$ cat config.mk
export PLATFORM = sky130hd
export DESIGN_NAME = bram_port_arb_flat
export DESIGN_NICKNAME = d
export VERILOG_FILES = /design/src/rtl/bram_port_arb_pkg.sv /design/src/rtl/bram_port_arb_if.sv /design/src/rtl/bram_rr_arb2.sv /design/src/rtl/bram_port_arb.sv /design/src/flat_wrapper.sv
export SDC_FILE = /design/constraint.sdc
export NUM_CORES = 1
export LEC_CHECK = 0
export BUFFER_PORTS_ARGS = -buffer_cell sky130_fd_sc_hd__buf_2
export CAP_MARGIN = 10
export CORE_ASPECT_RATIO = 0.7
export CORE_MARGIN = 2
export CORE_UTILIZATION = 30
export DETAILED_ROUTE_END_ITERATION = 8
export SLEW_MARGIN = 20
export SYNTH_ARGS = -nofsm -noshare
export SYNTH_HDL_FRONTEND = slang
export SYNTH_SLANG_ARGS = --single-unit
$ cat constraint.sdc
create_clock -name clk -period 2.97 [get_ports clk]
set_input_delay 0.1485 -clock clk [delete_from_list [all_inputs] [get_ports clk]]
set_output_delay 0.1485 -clock clk [all_outputs]
set_load 0.05 [all_outputs]
$ cat src/rtl/bram_port_arb_pkg.sv
// Shared types and constants for the two-requester block RAM port arbiter.
// Holds the FSM state encoding, the RAM data width and the request bundle.
package bram_arb_pkg;

    localparam int DW     = 9;
    localparam int AW_MAX = 16;

    typedef enum logic {
        INIT = 1'b0,
        RUN  = 1'b1
    } arb_state_e;

    // Requester command; addr is zero-extended to the widest supported port.
    typedef struct packed {
        logic              we;
        logic [AW_MAX-1:0] addr;
        logic [DW-1:0]     wdata;
    } req_t;

endpackage

$ cat src/rtl/bram_port_arb_if.sv
// Bundle of requester handshakes and RAM port signals around bram_port_arb.
// The arbiter uses the slave modport; requesters and the RAM sit on master.
interface bram_port_arb_if #(
    parameter int ADDR_W = 9
);
    import bram_arb_pkg::*;

    logic              r0_valid;
    logic              r0_ready;
    logic              r0_we;
    logic [ADDR_W-1:0] r0_addr;
    logic [DW-1:0]     r0_wdata;
    logic              r0_rvalid;
    logic [DW-1:0]     r0_rdata;

    logic              r1_valid;
    logic              r1_ready;
    logic              r1_we;
    logic [ADDR_W-1:0] r1_addr;
    logic [DW-1:0]     r1_wdata;
    logic              r1_rvalid;
    logic [DW-1:0]     r1_rdata;

    logic              ram_en;
    logic              ram_we;
    logic [ADDR_W-1:0] ram_addr;
    logic [DW-1:0]     ram_din;
    logic              ram_ssr;
    logic [DW-1:0]     ram_dout;
    logic              init_done;

    modport slave (
        input  r0_valid, r0_we, r0_addr, r0_wdata,
        input  r1_valid, r1_we, r1_addr, r1_wdata,
        input  ram_dout,
        output r0_ready, r0_rvalid, r0_rdata,
        output r1_ready, r1_rvalid, r1_rdata,
        output ram_en, ram_we, ram_addr, ram_din, ram_ssr, init_done
    );

    modport master (
        output r0_valid, r0_we, r0_addr, r0_wdata,
        output r1_valid, r1_we, r1_addr, r1_wdata,
        output ram_dout,
        input  r0_ready, r0_rvalid, r0_rdata,
        input  r1_ready, r1_rvalid, r1_rdata,
        input  ram_en, ram_we, ram_addr, ram_din, ram_ssr, init_done
    );

endinterface

$ cat src/rtl/bram_rr_arb2.sv
// Two-way round-robin arbiter: same-cycle grant, pointer moves to the
// loser after every granted transfer so contention alternates.
module bram_rr_arb2 (
    input  logic       clk,
    input  logic       rst_n,
    input  logic       i_en,
    input  logic [1:0] i_req,
    output logic [1:0] o_gnt,
    output logic       o_gnt_idx
);

    logic       r_ptr;
    logic [1:0] w_gnt;
    logic       w_idx;

    // Grant decode: a lone requester wins, on contention the pointer decides.
    always_comb begin
        w_gnt = 2'b00;
        w_idx = 1'b0;
        if (i_en) begin
            case (i_req)
                2'b01: begin
                    w_gnt = 2'b01;
                    w_idx = 1'b0;
                end
                2'b10: begin
                    w_gnt = 2'b10;
                    w_idx = 1'b1;
                end
                2'b11: begin
                    w_idx = r_ptr;
                    w_gnt = r_ptr ? 2'b10 : 2'b01;
                end
                default: begin
                    w_gnt = 2'b00;
                    w_idx = 1'b0;
                end
            endcase
        end else begin
            w_gnt = 2'b00;
            w_idx = 1'b0;
        end
    end

    // Pointer register: favour the other requester after any transfer.
    always_ff @(posedge clk or negedge rst_n) begin
        if (!rst_n) begin
            r_ptr <= 1'b0;
        end else if (|w_gnt) begin
            r_ptr <= ~w_idx;
        end else begin
            r_ptr <= r_ptr;
        end
    end

    assign o_gnt     = w_gnt;
    assign o_gnt_idx = w_idx;

endmodule

$ cat src/rtl/bram_port_arb.sv
// Shares one RAMB16_S9_S9 port between two requesters, routes read data
// back to the issuer, and optionally zero-fills the RAM after reset.
module bram_port_arb
    import bram_arb_pkg::*;
#(
    parameter int ADDR_W     = 9,
    parameter bit INIT_CLEAR = 1'b1,
    parameter bit OUT_REG    = 1'b0
) (
    input  logic          clk,
    input  logic          rst_n,
    bram_port_arb_if.slave bus
);

    localparam logic [ADDR_W:0] CNT_ONE = (ADDR_W+1)'(1);

    arb_state_e        r_state;
    arb_state_e        w_state_nxt;
    logic [ADDR_W:0]   r_cnt;
    logic [ADDR_W:0]   w_cnt_nxt;
    logic              r_init_done;
    logic              r_tag_vld;
    logic              r_tag_id;
    logic              r_rvalid0;
    logic              r_rvalid1;
    logic [DW-1:0]     r_rdata0;
    logic [DW-1:0]     r_rdata1;

    logic              w_arb_en;
    logic [1:0]        w_gnt;
    logic              w_gnt_idx;
    req_t              w_req0;
    req_t              w_req1;
    req_t              w_win;
    logic              w_rd_acc;
    logic              w_rsp0;
    logic              w_rsp1;
    logic              w_ram_en;
    logic              w_ram_we;
    logic [ADDR_W-1:0] w_ram_addr;
    logic [DW-1:0]     w_ram_din;

    assign w_arb_en = rst_n & (r_state == RUN);

    bram_rr_arb2 u_arb (
        .clk       (clk),
        .rst_n     (rst_n),
        .i_en      (w_arb_en),
        .i_req     ({bus.r1_valid, bus.r0_valid}),
        .o_gnt     (w_gnt),
        .o_gnt_idx (w_gnt_idx)
    );

    // Pack both commands and select the winner's.
    always_comb begin
        w_req0.we    = bus.r0_we;
        w_req0.addr  = AW_MAX'(bus.r0_addr);
        w_req0.wdata = bus.r0_wdata;
        w_req1.we    = bus.r1_we;
        w_req1.addr  = AW_MAX'(bus.r1_addr);
        w_req1.wdata = bus.r1_wdata;
        w_win        = w_gnt_idx ? w_req1 : w_req0;
    end

    // Next state and RAM port drive: zero-fill sweep, then arbitrated access.
    always_comb begin
        w_state_nxt = r_state;
        w_cnt_nxt   = r_cnt;
        w_ram_en    = 1'b0;
        w_ram_we    = 1'b0;
        w_ram_addr  = '0;
        w_ram_din   = '0;
        case (r_state)
            INIT: begin
                w_ram_en   = 1'b1;
                w_ram_we   = 1'b1;
                w_ram_addr = r_cnt[ADDR_W-1:0];
                w_cnt_nxt  = r_cnt + CNT_ONE;
                if (w_cnt_nxt[ADDR_W]) begin
                    w_state_nxt = RUN;
                end else begin
                    w_state_nxt = INIT;
                end
            end
            RUN: begin
                if (|w_gnt) begin
                    w_ram_en   = 1'b1;
                    w_ram_we   = w_win.we;
                    w_ram_addr = w_win.addr[ADDR_W-1:0];
                    w_ram_din  = w_win.wdata;
                end else begin
                    w_ram_en   = 1'b0;
                    w_ram_we   = 1'b0;
                end
            end
            default: begin
                w_state_nxt = INIT_CLEAR ? INIT : RUN;
            end
        endcase
    end

    // State, sweep counter and init_done flag.
    always_ff @(posedge clk or negedge rst_n) begin
        if (!rst_n) begin
            r_state     <= INIT_CLEAR ? INIT : RUN;
            r_cnt       <= '0;
            r_init_done <= !INIT_CLEAR;
        end else begin
            r_state <= w_state_nxt;
            r_cnt   <= w_cnt_nxt;
            if ((r_state == INIT) && (w_state_nxt == RUN)) begin
                r_init_done <= 1'b1;
            end else begin
                r_init_done <= r_init_done;
            end
        end
    end

    assign w_rd_acc = (|w_gnt) & ~w_win.we;
    assign w_rsp0   = r_tag_vld & ~r_tag_id;
    assign w_rsp1   = r_tag_vld &  r_tag_id;

    // Read tag pipeline and per-requester data hold registers.
    always_ff @(posedge clk or negedge rst_n) begin
        if (!rst_n) begin
            r_tag_vld <= 1'b0;
            r_tag_id  <= 1'b0;
            r_rvalid0 <= 1'b0;
            r_rvalid1 <= 1'b0;
            r_rdata0  <= '0;
            r_rdata1  <= '0;
        end else begin
            r_tag_vld <= w_rd_acc;
            r_tag_id  <= w_gnt_idx;
            r_rvalid0 <= w_rsp0;
            r_rvalid1 <= w_rsp1;
            if (w_rsp0) begin
                r_rdata0 <= bus.ram_dout;
            end else begin
                r_rdata0 <= r_rdata0;
            end
            if (w_rsp1) begin
                r_rdata1 <= bus.ram_dout;
            end else begin
                r_rdata1 <= r_rdata1;
            end
        end
    end

    assign bus.r0_ready  = w_gnt[0];
    assign bus.r1_ready  = w_gnt[1];
    assign bus.r0_rvalid = OUT_REG ? r_rvalid0 : w_rsp0;
    assign bus.r1_rvalid = OUT_REG ? r_rvalid1 : w_rsp1;
    assign bus.r0_rdata  = OUT_REG ? r_rdata0 : (w_rsp0 ? bus.ram_dout : r_rdata0);
    assign bus.r1_rdata  = OUT_REG ? r_rdata1 : (w_rsp1 ? bus.ram_dout : r_rdata1);

    // The RAM port stays quiet while reset is held.
    assign bus.ram_en    = rst_n & w_ram_en;
    assign bus.ram_we    = rst_n & w_ram_we;
    assign bus.ram_addr  = rst_n ? w_ram_addr : '0;
    assign bus.ram_din   = rst_n ? w_ram_din : '0;
    assign bus.ram_ssr   = 1'b0;
    assign bus.init_done = r_init_done;

endmodule

$ cat src/flat_wrapper.sv
// flat-port wrapper written by rule: the top's interface ports become plain ports
module bram_port_arb_flat import bram_arb_pkg::*;
#(
    parameter int ADDR_W     = 9,
    parameter bit INIT_CLEAR = 1'b1,
    parameter bit OUT_REG    = 1'b0
)
  (clk, rst_n, bus_r0_valid, bus_r0_we, bus_r0_addr, bus_r0_wdata, bus_r1_valid, bus_r1_we, bus_r1_addr, bus_r1_wdata, bus_ram_dout, bus_r0_ready, bus_r0_rvalid, bus_r0_rdata, bus_r1_ready, bus_r1_rvalid, bus_r1_rdata, bus_ram_en, bus_ram_we, bus_ram_addr, bus_ram_din, bus_ram_ssr, bus_init_done);
  bram_port_arb_if #(.ADDR_W(ADDR_W)) bus_i ();
  input  logic clk;
  input  logic rst_n;
  input wire logic [$bits(bus_i.r0_valid)-1:0] bus_r0_valid;
  input wire logic [$bits(bus_i.r0_we)-1:0] bus_r0_we;
  input wire logic [$bits(bus_i.r0_addr)-1:0] bus_r0_addr;
  input wire logic [$bits(bus_i.r0_wdata)-1:0] bus_r0_wdata;
  input wire logic [$bits(bus_i.r1_valid)-1:0] bus_r1_valid;
  input wire logic [$bits(bus_i.r1_we)-1:0] bus_r1_we;
  input wire logic [$bits(bus_i.r1_addr)-1:0] bus_r1_addr;
  input wire logic [$bits(bus_i.r1_wdata)-1:0] bus_r1_wdata;
  input wire logic [$bits(bus_i.ram_dout)-1:0] bus_ram_dout;
  output wire logic [$bits(bus_i.r0_ready)-1:0] bus_r0_ready;
  output wire logic [$bits(bus_i.r0_rvalid)-1:0] bus_r0_rvalid;
  output wire logic [$bits(bus_i.r0_rdata)-1:0] bus_r0_rdata;
  output wire logic [$bits(bus_i.r1_ready)-1:0] bus_r1_ready;
  output wire logic [$bits(bus_i.r1_rvalid)-1:0] bus_r1_rvalid;
  output wire logic [$bits(bus_i.r1_rdata)-1:0] bus_r1_rdata;
  output wire logic [$bits(bus_i.ram_en)-1:0] bus_ram_en;
  output wire logic [$bits(bus_i.ram_we)-1:0] bus_ram_we;
  output wire logic [$bits(bus_i.ram_addr)-1:0] bus_ram_addr;
  output wire logic [$bits(bus_i.ram_din)-1:0] bus_ram_din;
  output wire logic [$bits(bus_i.ram_ssr)-1:0] bus_ram_ssr;
  output wire logic [$bits(bus_i.init_done)-1:0] bus_init_done;
  assign bus_i.r0_valid = bus_r0_valid;
  assign bus_i.r0_we = bus_r0_we;
  assign bus_i.r0_addr = bus_r0_addr;
  assign bus_i.r0_wdata = bus_r0_wdata;
  assign bus_i.r1_valid = bus_r1_valid;
  assign bus_i.r1_we = bus_r1_we;
  assign bus_i.r1_addr = bus_r1_addr;
  assign bus_i.r1_wdata = bus_r1_wdata;
  assign bus_i.ram_dout = bus_ram_dout;
  assign bus_r0_ready = bus_i.r0_ready;
  assign bus_r0_rvalid = bus_i.r0_rvalid;
  assign bus_r0_rdata = bus_i.r0_rdata;
  assign bus_r1_ready = bus_i.r1_ready;
  assign bus_r1_rvalid = bus_i.r1_rvalid;
  assign bus_r1_rdata = bus_i.r1_rdata;
  assign bus_ram_en = bus_i.ram_en;
  assign bus_ram_we = bus_i.ram_we;
  assign bus_ram_addr = bus_i.ram_addr;
  assign bus_ram_din = bus_i.ram_din;
  assign bus_ram_ssr = bus_i.ram_ssr;
  assign bus_init_done = bus_i.init_done;
  bram_port_arb #(.ADDR_W(ADDR_W), .INIT_CLEAR(INIT_CLEAR), .OUT_REG(OUT_REG)) u_core (.clk(clk), .rst_n(rst_n), .bus(bus_i));
endmodule
After elaboration in Yosys (flattened, before gate mapping)

Index checks and enable logic that the tools add are counted.

Register bits after elaboration: 33
Input bits: 51
Logic and storage cells: 44

$add $sub $neg: 1
Equal/unequal tests: 3
Multiplexer cells: 20
Bitwise logic cells: 10
Reductions and logical operators: 2

Operators with widths:

| kind                                                                   | count |
|---|---|
| 9-bit 2-to-1 mux                                                       | 7 |
| 26-bit 2-to-1 mux                                                      | 1 |
| 9-bit case mux with 2 select lines                                     | 1 |
| 10-bit by 1-bit adder with 10-bit output (second input constant)       | 1 |
| 1-bit bitwise AND                                                      | 6 |
| 1-bit case mux with 2 select lines                                     | 3 |
| 2-bit case mux with 3 select lines                                     | 1 |
| 1-bit 2-to-1 mux                                                       | 5 |
| 2-bit equality test (second input constant)                            | 2 |
| 2-bit 2-to-1 mux                                                       | 2 |
| 1-bit inverter                                                         | 4 |
| 2-bit by 1-bit equality test with 1-bit output (second input constant) | 1 |
| 2-bit OR reduction                                                     | 1 |
| 1-bit logical AND                                                      | 1 |

Logic depth before layout (Yosys ltp)

Gate-level depths: netlist of run 1.

Depth after elaboration: 7
Mapped depth: 6
Depth with buffers taken out: 4

Cells and area by module

Synthesis of run 1 repeated with hierarchy kept, for this count alone.

Cell total of the unflattened synthesis: 159
Area total of the unflattened synthesis: 1742.9 um^2

Modules (own cells, without submodules):

| module        | times used | cells an instance | area each (um^2) | sequential area each (um^2) |
|---|---|---|---|---|
| bram_port_arb | 1          | 150               | 1676.6           | 800.8 |
| bram_rr_arb2  | 1          | 9                 | 66.3             | 25.0 |

Worst setup path after synthesis of run 1

OpenSTA, ideal clock, no wires.

Path type: register to output
Start point: register u_core.r_state
End point: output bus_ram_addr[0]
Arrival time: 2.385 ns
Required time: 2.822 ns
Path slack: 0.437 ns
Cell stages (with the launch flop): 6
Path buffers: 2
Path through: dfrtp_1 > clkbuf_2 > and3_1 > buf_2 > a211oi_1 > nor4_1

Word-level cells in the longest chain between the ends: 6
Elaborated cells between the ends (all ways): 9
Classes of those cells: mux (6); bitwise (2); reduce/logical (1)

Ends and longest elaborated chain:

| element                                                 | RTL line                                 | source |
|---|---|---|
| start, declared                                         | bram_port_arb.sv:17                      | `arb_state_e r_state;` |
| start signal, assigned                                  | bram_port_arb.sv:105                     | `r_state <= INIT_CLEAR ? INIT : RUN;` |
| start signal, assigned                                  | bram_port_arb.sv:109                     | `r_state <= w_state_nxt;` |
| 1-bit bitwise AND                                       | bram_port_arb.sv:43                      | `assign w_arb_en = rst_n & (r_state == RUN);` |
| 1-bit 2-to-1 mux or 2-bit 2-to-1 mux (tied branches)    | bram_rr_arb2.sv:20                       | `if (i_en) begin` |
| 26-bit 2-to-1 mux or 2-bit OR reduction (tied branches) | bram_port_arb.sv:62, bram_port_arb.sv:86 |  |
| 9-bit 2-to-1 mux                                        | bram_port_arb.sv:86                      | `if (\|w_gnt) begin` |
| 9-bit case mux with 2 select lines *                    | bram_port_arb.sv:73                      | `case (r_state)` |
| 9-bit 2-to-1 mux *                                      | bram_port_arb.sv:160                     | `assign bus.ram_addr = rst_n ? w_ram_addr : '0;` |
| end, declared                                           | flat_wrapper.sv:29                       | `output wire logic [$bits(bus_i.ram_addr)-1:0] bus_ram_addr;` |

Every way passes the cells marked *; elsewhere a longest branch is shown, timed or not.

Final worst setup path of run 1

Start point: input rst_n
End point: output bus_ram_addr[5]

Word-level cells in the longest chain between the ends: 6
Elaborated cells between the ends (all ways): 8
Classes of those cells: mux (6); bitwise (1); reduce/logical (1)

Ends and longest elaborated chain:

| element                            | RTL line             | source |
|---|---|---|
| start, declared                    | flat_wrapper.sv:11   | `input logic rst_n;` |
| 1-bit bitwise AND                  | bram_port_arb.sv:43  |  |
| 1-bit 2-to-1 mux                   | bram_rr_arb2.sv:20   |  |
| via u_core.u_arb.o_gnt_idx         | bram_rr_arb2.sv:9    | `output logic o_gnt_idx` |
| 26-bit 2-to-1 mux                  | bram_port_arb.sv:62  | `w_win = w_gnt_idx ? w_req1 : w_req0;` |
| 9-bit 2-to-1 mux                   | bram_port_arb.sv:86  |  |
| 9-bit case mux with 2 select lines | bram_port_arb.sv:73  |  |
| 9-bit 2-to-1 mux                   | bram_port_arb.sv:160 |  |

The timed path passes the listed nets, and every way through them passes these cells.

==> results.json, run 1 <==
{
  "grt_pass1_wl_um": 7120,
  "multi_input_area_um2": 873,
  "initial_core_util_pct": 31.0,
  "clk_pin_slew_worst_paths_ns": 0.07,
  "synthTopCellsByArea": "dfrtp_1 (47%), mux2_2 (12%), nand3_1 (6.5%)",
  "worstPathMaxFanout": 21,
  "synth.avg_cell_area_um2": 9.64,
  "yosys.area.top_type_share_pct": 46.5,
  "seqCellArea_um2": 826,
  "crit_type": "primary input to output pin",
  "yosysMostFrequentCell": "dfrtp_1",
  "diodes": 0,
  "die_h_um": 68.3,
  "overflow": 0,
  "r2r_end": "u_core.r_tag_id$_DFF_PN0_",
  "drtIter0Drc": 71,
  "drc": 0,
  "crit_path_end_kind": "output pin",
  "rr_worst_depth": 2,
  "async_flop_share_pct": 100,
  "drv_cap": 0,
  "core_area_mm2": 0.00573,
  "cts-htree-levels": 2,
  "yosysWarnings": 0,
  "grt_setup_unrepaired": "false",
  "fin_setup_tns_ns": 0,
  "period_minus_slack_ns": 2.49,
  "ys_top_cells_by_count": "dfrtp_1 (33), nand3_1 (23), nand2_1 (21), mux2_2 (19), o21ai_0 (12)",
  "dieWidth_um": 95.9,
  "gp_congestion": 0.796,
  "outcome": "finished clean",
  "avgViaCountPerCell": 4.78,
  "port_buffers": 93,
  "fin_worst_skew_ns": 0.00398,
  "synth_ff_type": "dfrtp_1",
  "cts_buffers": 5,
  "p_per_area_mw_per_mm2": 392,
  "grt_pass1_vias": 1536,
  "hold_path.startpoint": "bus_ram_dout[1]",
  "crit_arrival_ns": 2.34,
  "syn-cell-area_mm2": 0.00177,
  "ys_seq_elements": 33,
  "num_rows": 23,
  "cp_top_family": "buffers and inverters",
  "min_to": "u_core.r_rdata0[1]$_DFF_PN0_",
  "area_growth_pct": 34.6,
  "cts_sinks": 33,
  "vias": 1681,
  "finalCritPeriodShare_pct": 83.9,
  "worst_pin_slew_ns": 0.723,
  "wire_per_inst_um": 13.0,
  "r2r_slack_ns": 1.25,
  "wl_um": 4590,
  "max_slew_margin_pct": 51.6,
  "grt.total_usage_pct": 14.3,
  "drv_slew": 0,
  "crit_chain": "dlygate4sd3_1 > buf_2 > nand3_1 > nor2_2 > o211ai_1 > buf_2",
  "synth-edff-count": 0,
  "num_io_pins": 95,
  "fill_cells": 565,
  "grt_max_degree": 22,
  "cp_common_cell": "buf_2",
  "cp_slowest_cell": "dlygate4sd3_1",
  "hold_class": "primary input to register",
  "synth.net_count": 236,
  "antenna_found_initial": 0,
  "startpoint": "rst_n",
  "setup_viol": 0,
  "drive_above_1_share_pct": 44.8,
  "whs_ns": 0.128,
  "r2r-start": "u_core.r_state$_DFF_PN0_",
  "fmax_ghz": 0.401,
  "final-hold-violation-count": 0,
  "tritoncts": "yes",
  "ir_worst_vdd_uv": 279,
  "ys_types": 33,
  "cts_setup_buffers": 0,
  "synth_area_leader_cell": "dfrtp_1",
  "worst_setup_path_start_kind": "primary input",
  "die_area_mm2": 0.00655,
  "synth-seq-area-share_pct": 46.5,
  "hold_depth": 2,
  "dp_hpwl_um": 3530,
  "critPathMaxStageDelay_ns": 0.52,
  "ant_nets": 0,
  "crit_required_ns": 2.82,
  "first_pass_iters": 4,
  "crit_buf_inv": 3,
  "cts_buffer_depth": 2,
  "insertion_delay_ns": 0.28,
  "cts_root_buf": "clkbuf_8",
  "synth_cells": 184,
  "fin_nets": 328,
  "p_leak_nw": 1.20
}
==> cell usage in the layout (no fill, tap or decap) <==
cell            n
mux2i_1         1
o21ai_0        12
a21oi_1        11
buf_4           3
nor2_1          4
mux2_2         19
xor2_1          5
nor4_1          3
and2b_1         1
clkbuf_1        1
or4b_1          1
o211ai_1        9
o211a_1         1
nor3_1          4
nand2b_1        3
clkbuf_8        5
nor2_2          1
nand2_1        21
nand3_1        23
o31ai_1         1
buf_2          93
clkinv_2        2
xnor2_1         4
nor2b_1         2
nand4_1         2
and3_1          2
inv_1           4
dlygate4sd3_1   1
dfrtp_1        33
conb_1          1
a31oi_1         1
ha_1            1
nand4_2         1
a211oi_1        1
==> layer usage <==
metal	vias up	track usage, %	routed length [µm]
li1	836	-	-
met1	756	20.3	2230
met2	80	20.4	1910
met3	9	4.74	388
met4	0	5.18	63
met5	-	0	0
==> flip-flops by register name (all words and copies together), names as in the netlist <==
signal                flops
u_core.bus.init_done      1
u_core.r_cnt             10
u_core.r_rdata0           9
u_core.r_rdata1           9
u_core.r_state            1
u_core.r_tag_id           1
u_core.r_tag_vld          1
u_core.u_arb.r_ptr        1
==> worst register-to-register path, cell delays in order (launching register included) <==
cell and delay [ns]:
dfrtp_1 0.65, nand3_1 0.45, nor2_2 0.48
==> where the power goes <==
group	total (mW)	switching, mW	internal, mW
registers	0.464	0.00280	0.462
logic	0.155	0.105	0.0496
clock network	0.317	0.154	0.162
==> through the flow <==
step	setup slack, ns	util, %	cells	power, mW	instance area [µm²]
after floorplan	0.437	-	184	0.564	1770
after global placement	0.921	40.1	343	0.627	2300
after detailed placement	0.855	40.1	343	0.628	2300
after CTS	0.434	41.7	352	0.953	2390
after global routing	0.186	41.7	352	0.983	2390
final	0.478	41.7	352	0.936	2390
==> final cells by class <==
type | instances | area share (%)
clock buffers | 6 | 3.04
flip-flops and latches | 33 | 34.6
repair buffers | 97 | 20.8
clock inverters | 2 | 0.419
multi-input cells | 135 | 36.6
inverters | 4 | 0.629
well taps | 75 | 3.93
==> worst max path at each step <==
stage | depth (start not counted) | to
finish | 6 | bus_ram_addr[5]
global route | 6 | bus_ram_addr[3]
CTS | 6 | bus_ram_addr[3]
detailed placement | 4 | bus_ram_addr[4]
global placement | 4 | bus_ram_addr[3]
floorplan | 5 | bus_ram_addr[0]
==> logic make-up (layout without fill, tap and decap cells) <==
| logic type | after synthesis | in the layout | synth area share (%) |
|---|---|---|---|
| adders and majority gates | 1 | 1 | 0.705 |
| and+or+nand+nor | 68 | 68 | 19.2 |
| DFF | 33 | 33 | 46.5 |
| AOI/OAI and AO/OA | 36 | 36 | 12.1 |
| buffers and inverters | 16 | 109 | 4.23 |
| other | 1 | 1 | 0.211 |
| xor gates and xnor gates | 9 | 9 | 4.44 |
| muxes | 20 | 20 | 12.6 |
==> what timing repair did <==
| action | in CTS | in global routing |
|---|---|---|
| hold buffers | 1 | 0 |
| resized for setup | 0 | 0 |
| endpoints found under the hold margin | 13 | 0 |
(Power assumes the default switching activity.)
==> inputs of run 2 (changes only) <==
==> constraint.sdc (replaced) <==
create_clock -name clk -period 2.02 [get_ports clk]
set_input_delay 0.101 -clock clk [delete_from_list [all_inputs] [get_ports clk]]
set_output_delay 0.101 -clock clk [all_outputs]
set_load 0.05 [all_outputs]
==> results.json, run 2 (synthesis results as in run 1) <==
{
  "outcome": "finished clean",
  "gp_congestion": 0.746,
  "antenna_found_initial": 0,
  "area_growth_pct": 39.2,
  "vias": 1736,
  "drive_above_1_share_pct": 47.3,
  "largest_reg_flops": 10,
  "crit_path_end_kind": "output pin",
  "die_h_um": 68.3,
  "num_io_pins": 95,
  "wl_um": 4820,
  "hold_class": "primary input to register",
  "crit_type": "register to output pin",
  "drc": 0,
  "cts-htree-levels": 2,
  "fmax_ghz": 0.541,
  "die_area_mm2": 0.00655,
  "pwr-share-comb_pct": 15.2,
  "seqCellArea_um2": 826,
  "fill_cells": 574,
  "grt_max_degree": 18,
  "cts_setup_buffers": 0,
  "grt_setup_unrepaired": "false",
  "multi_input_area_um2": 890,
  "fin_nets": 332,
  "overflow": 0,
  "max_slew_margin_pct": 51.9,
  "fin_setup_tns_ns": 0,
  "core_area_mm2": 0.00573,
  "crit_arrival_ns": 1.75,
  "avgViaCountPerCell": 4.88,
  "tritoncts": "yes",
  "drv_cap": 0,
  "p_leak_nw": 1.22,
  "dieWidth_um": 95.9,
  "internal_power_mw": 1.12,
  "clk_pin_slew_worst_paths_ns": 0.08,
  "final-hold-violation-count": 0,
  "first_pass_iters": 4,
  "ir_worst_vdd_uv": 428,
  "p_clk_share_pct": 40.6,
  "period_minus_slack_ns": 1.85,
  "initial_core_util_pct": 31.0,
  "port_buffers": 93,
  "drv_slew": 0,
  "worst_setup_path_start_kind": "register",
  "cts_buffer_depth": 2,
  "switching_share_pct": 27.2,
  "setup_viol": 0,
  "layout_common_cells": "buf_2 (93), dfrtp_1 (33), nand3_1 (23)",
  "p_sw_uw": 420,
  "final_common_cell": "buf_2",
  "finalCritPeriodShare_pct": 91.6,
  "grt_pass1_vias": 1601,
  "wire_per_inst_um": 13.5,
  "power_frac_seq_pct": 44.2,
  "regMostFlops": "u_core.r_cnt",
  "insertion_delay_ns": 0.29,
  "cts_sinks": 33,
  "worst_pin_slew_ns": 0.718,
  "grt.total_usage_pct": 15.5,
  "diodes": 0,
  "grt_pass1_wl_um": 7780,
  "drtIter0Drc": 37,
  "crit_required_ns": 1.92,
  "cts_buffers": 5,
  "utilization_pct": 43.1,
  "worstPathMaxFanout": 13,
  "ant_nets": 0,
  "num_rows": 23,
  "p_per_area_mw_per_mm2": 625,
  "top_regs": "u_core.r_cnt (10), u_core.r_rdata0 (9), u_core.r_rdata1 (9)",
  "cts_root_buf": "clkbuf_8",
  "dp_hpwl_um": 3700,
  "fin_worst_skew_ns": 0.00844
}
[run 2: power groups by stage]
stage	clock network [mW]	logic, mW	registers, mW
2_1_floorplan	0	0.136	0.694
3_3_place_gp	0	0.230	0.695
3_5_place_dp	0	0.231	0.695
4_1_cts	0.643	0.236	0.683
5_1_grt	0.673	0.253	0.684
6_report	0.627	0.234	0.683
[run 2: area by class of cell]
class / count / share of cell area (%)
inverters: 4 / 0.608
flip-flops and latches: 33 / 33.4
clock inverters: 3 / 1.87
multi-input cells: 135 / 36.0
repair buffers: 101 / 21.5
well taps: 75 / 3.80
clock buffers: 5 / 2.79
[run 2: worst max-delay path, cell delays in order (launching register included)]
cell	delay (ns)
dfrtp_1	0.40
buf_4	0.21
o211a_2	0.32
nand2_1	0.08
o211ai_1	0.16
buf_2	0.29
[run 2: repair_timing]
item,CTS,global route
hold endpoints to repair,9,0
setup endpoints to repair,0,11
hold buffers,2,0
resized for setup,0,5
[run 2: path summary, 6_finish.rpt]
kind	start	end	slack, ns	cells after the start
max	u_core.r_state$_DFF_PN0_	bus_ram_addr[5]	0.17	5
min	bus_ram_dout[8]	u_core.r_rdata0[8]$_DFF_PN0_	0.07	2
max reg2reg	u_core.r_cnt[2]$_DFFE_PN0N_	u_core.bus.init_done$_DFFE_PN0P_	0.64	3
min reg2reg	u_core.r_cnt[9]$_DFFE_PN0N_	u_core.r_cnt[9]$_DFFE_PN0N_	0.49	1
max in group asynchronous	rst_n	u_core.r_rdata0[2]$_DFF_PN0_	1.16	3
min in group asynchronous	rst_n	u_core.r_cnt[4]$_DFFE_PN0N_	0.38	2
[run 2: metal layers]
layer  up-vias  share of wire (%)  global-route usage [%]
li1        847                  -                       -
met5         -                  0                       0
met2        65                 43                    23.1
met1       817                 47                    21.8
met4         0               0.69                    3.21
met3         7                9.1                    5.73
[run 2: per-stage QoR]
step | hold WS (ns) | power (mW) | std cells | area (µm²) | setup slack, ns
global route | 0.0710 | 1.61 | 356 | 2470 | 0.0189
global placement | -0.0125 | 0.924 | 346 | 2320 | 0.387
floorplan | -0.195 | 0.830 | 184 | 1780 | 0.0969
CTS | 0.0642 | 1.56 | 356 | 2460 | 0.00998
finish | 0.0707 | 1.54 | 356 | 2470 | 0.171
detailed placement | -0.00640 | 0.927 | 346 | 2320 | 0.328
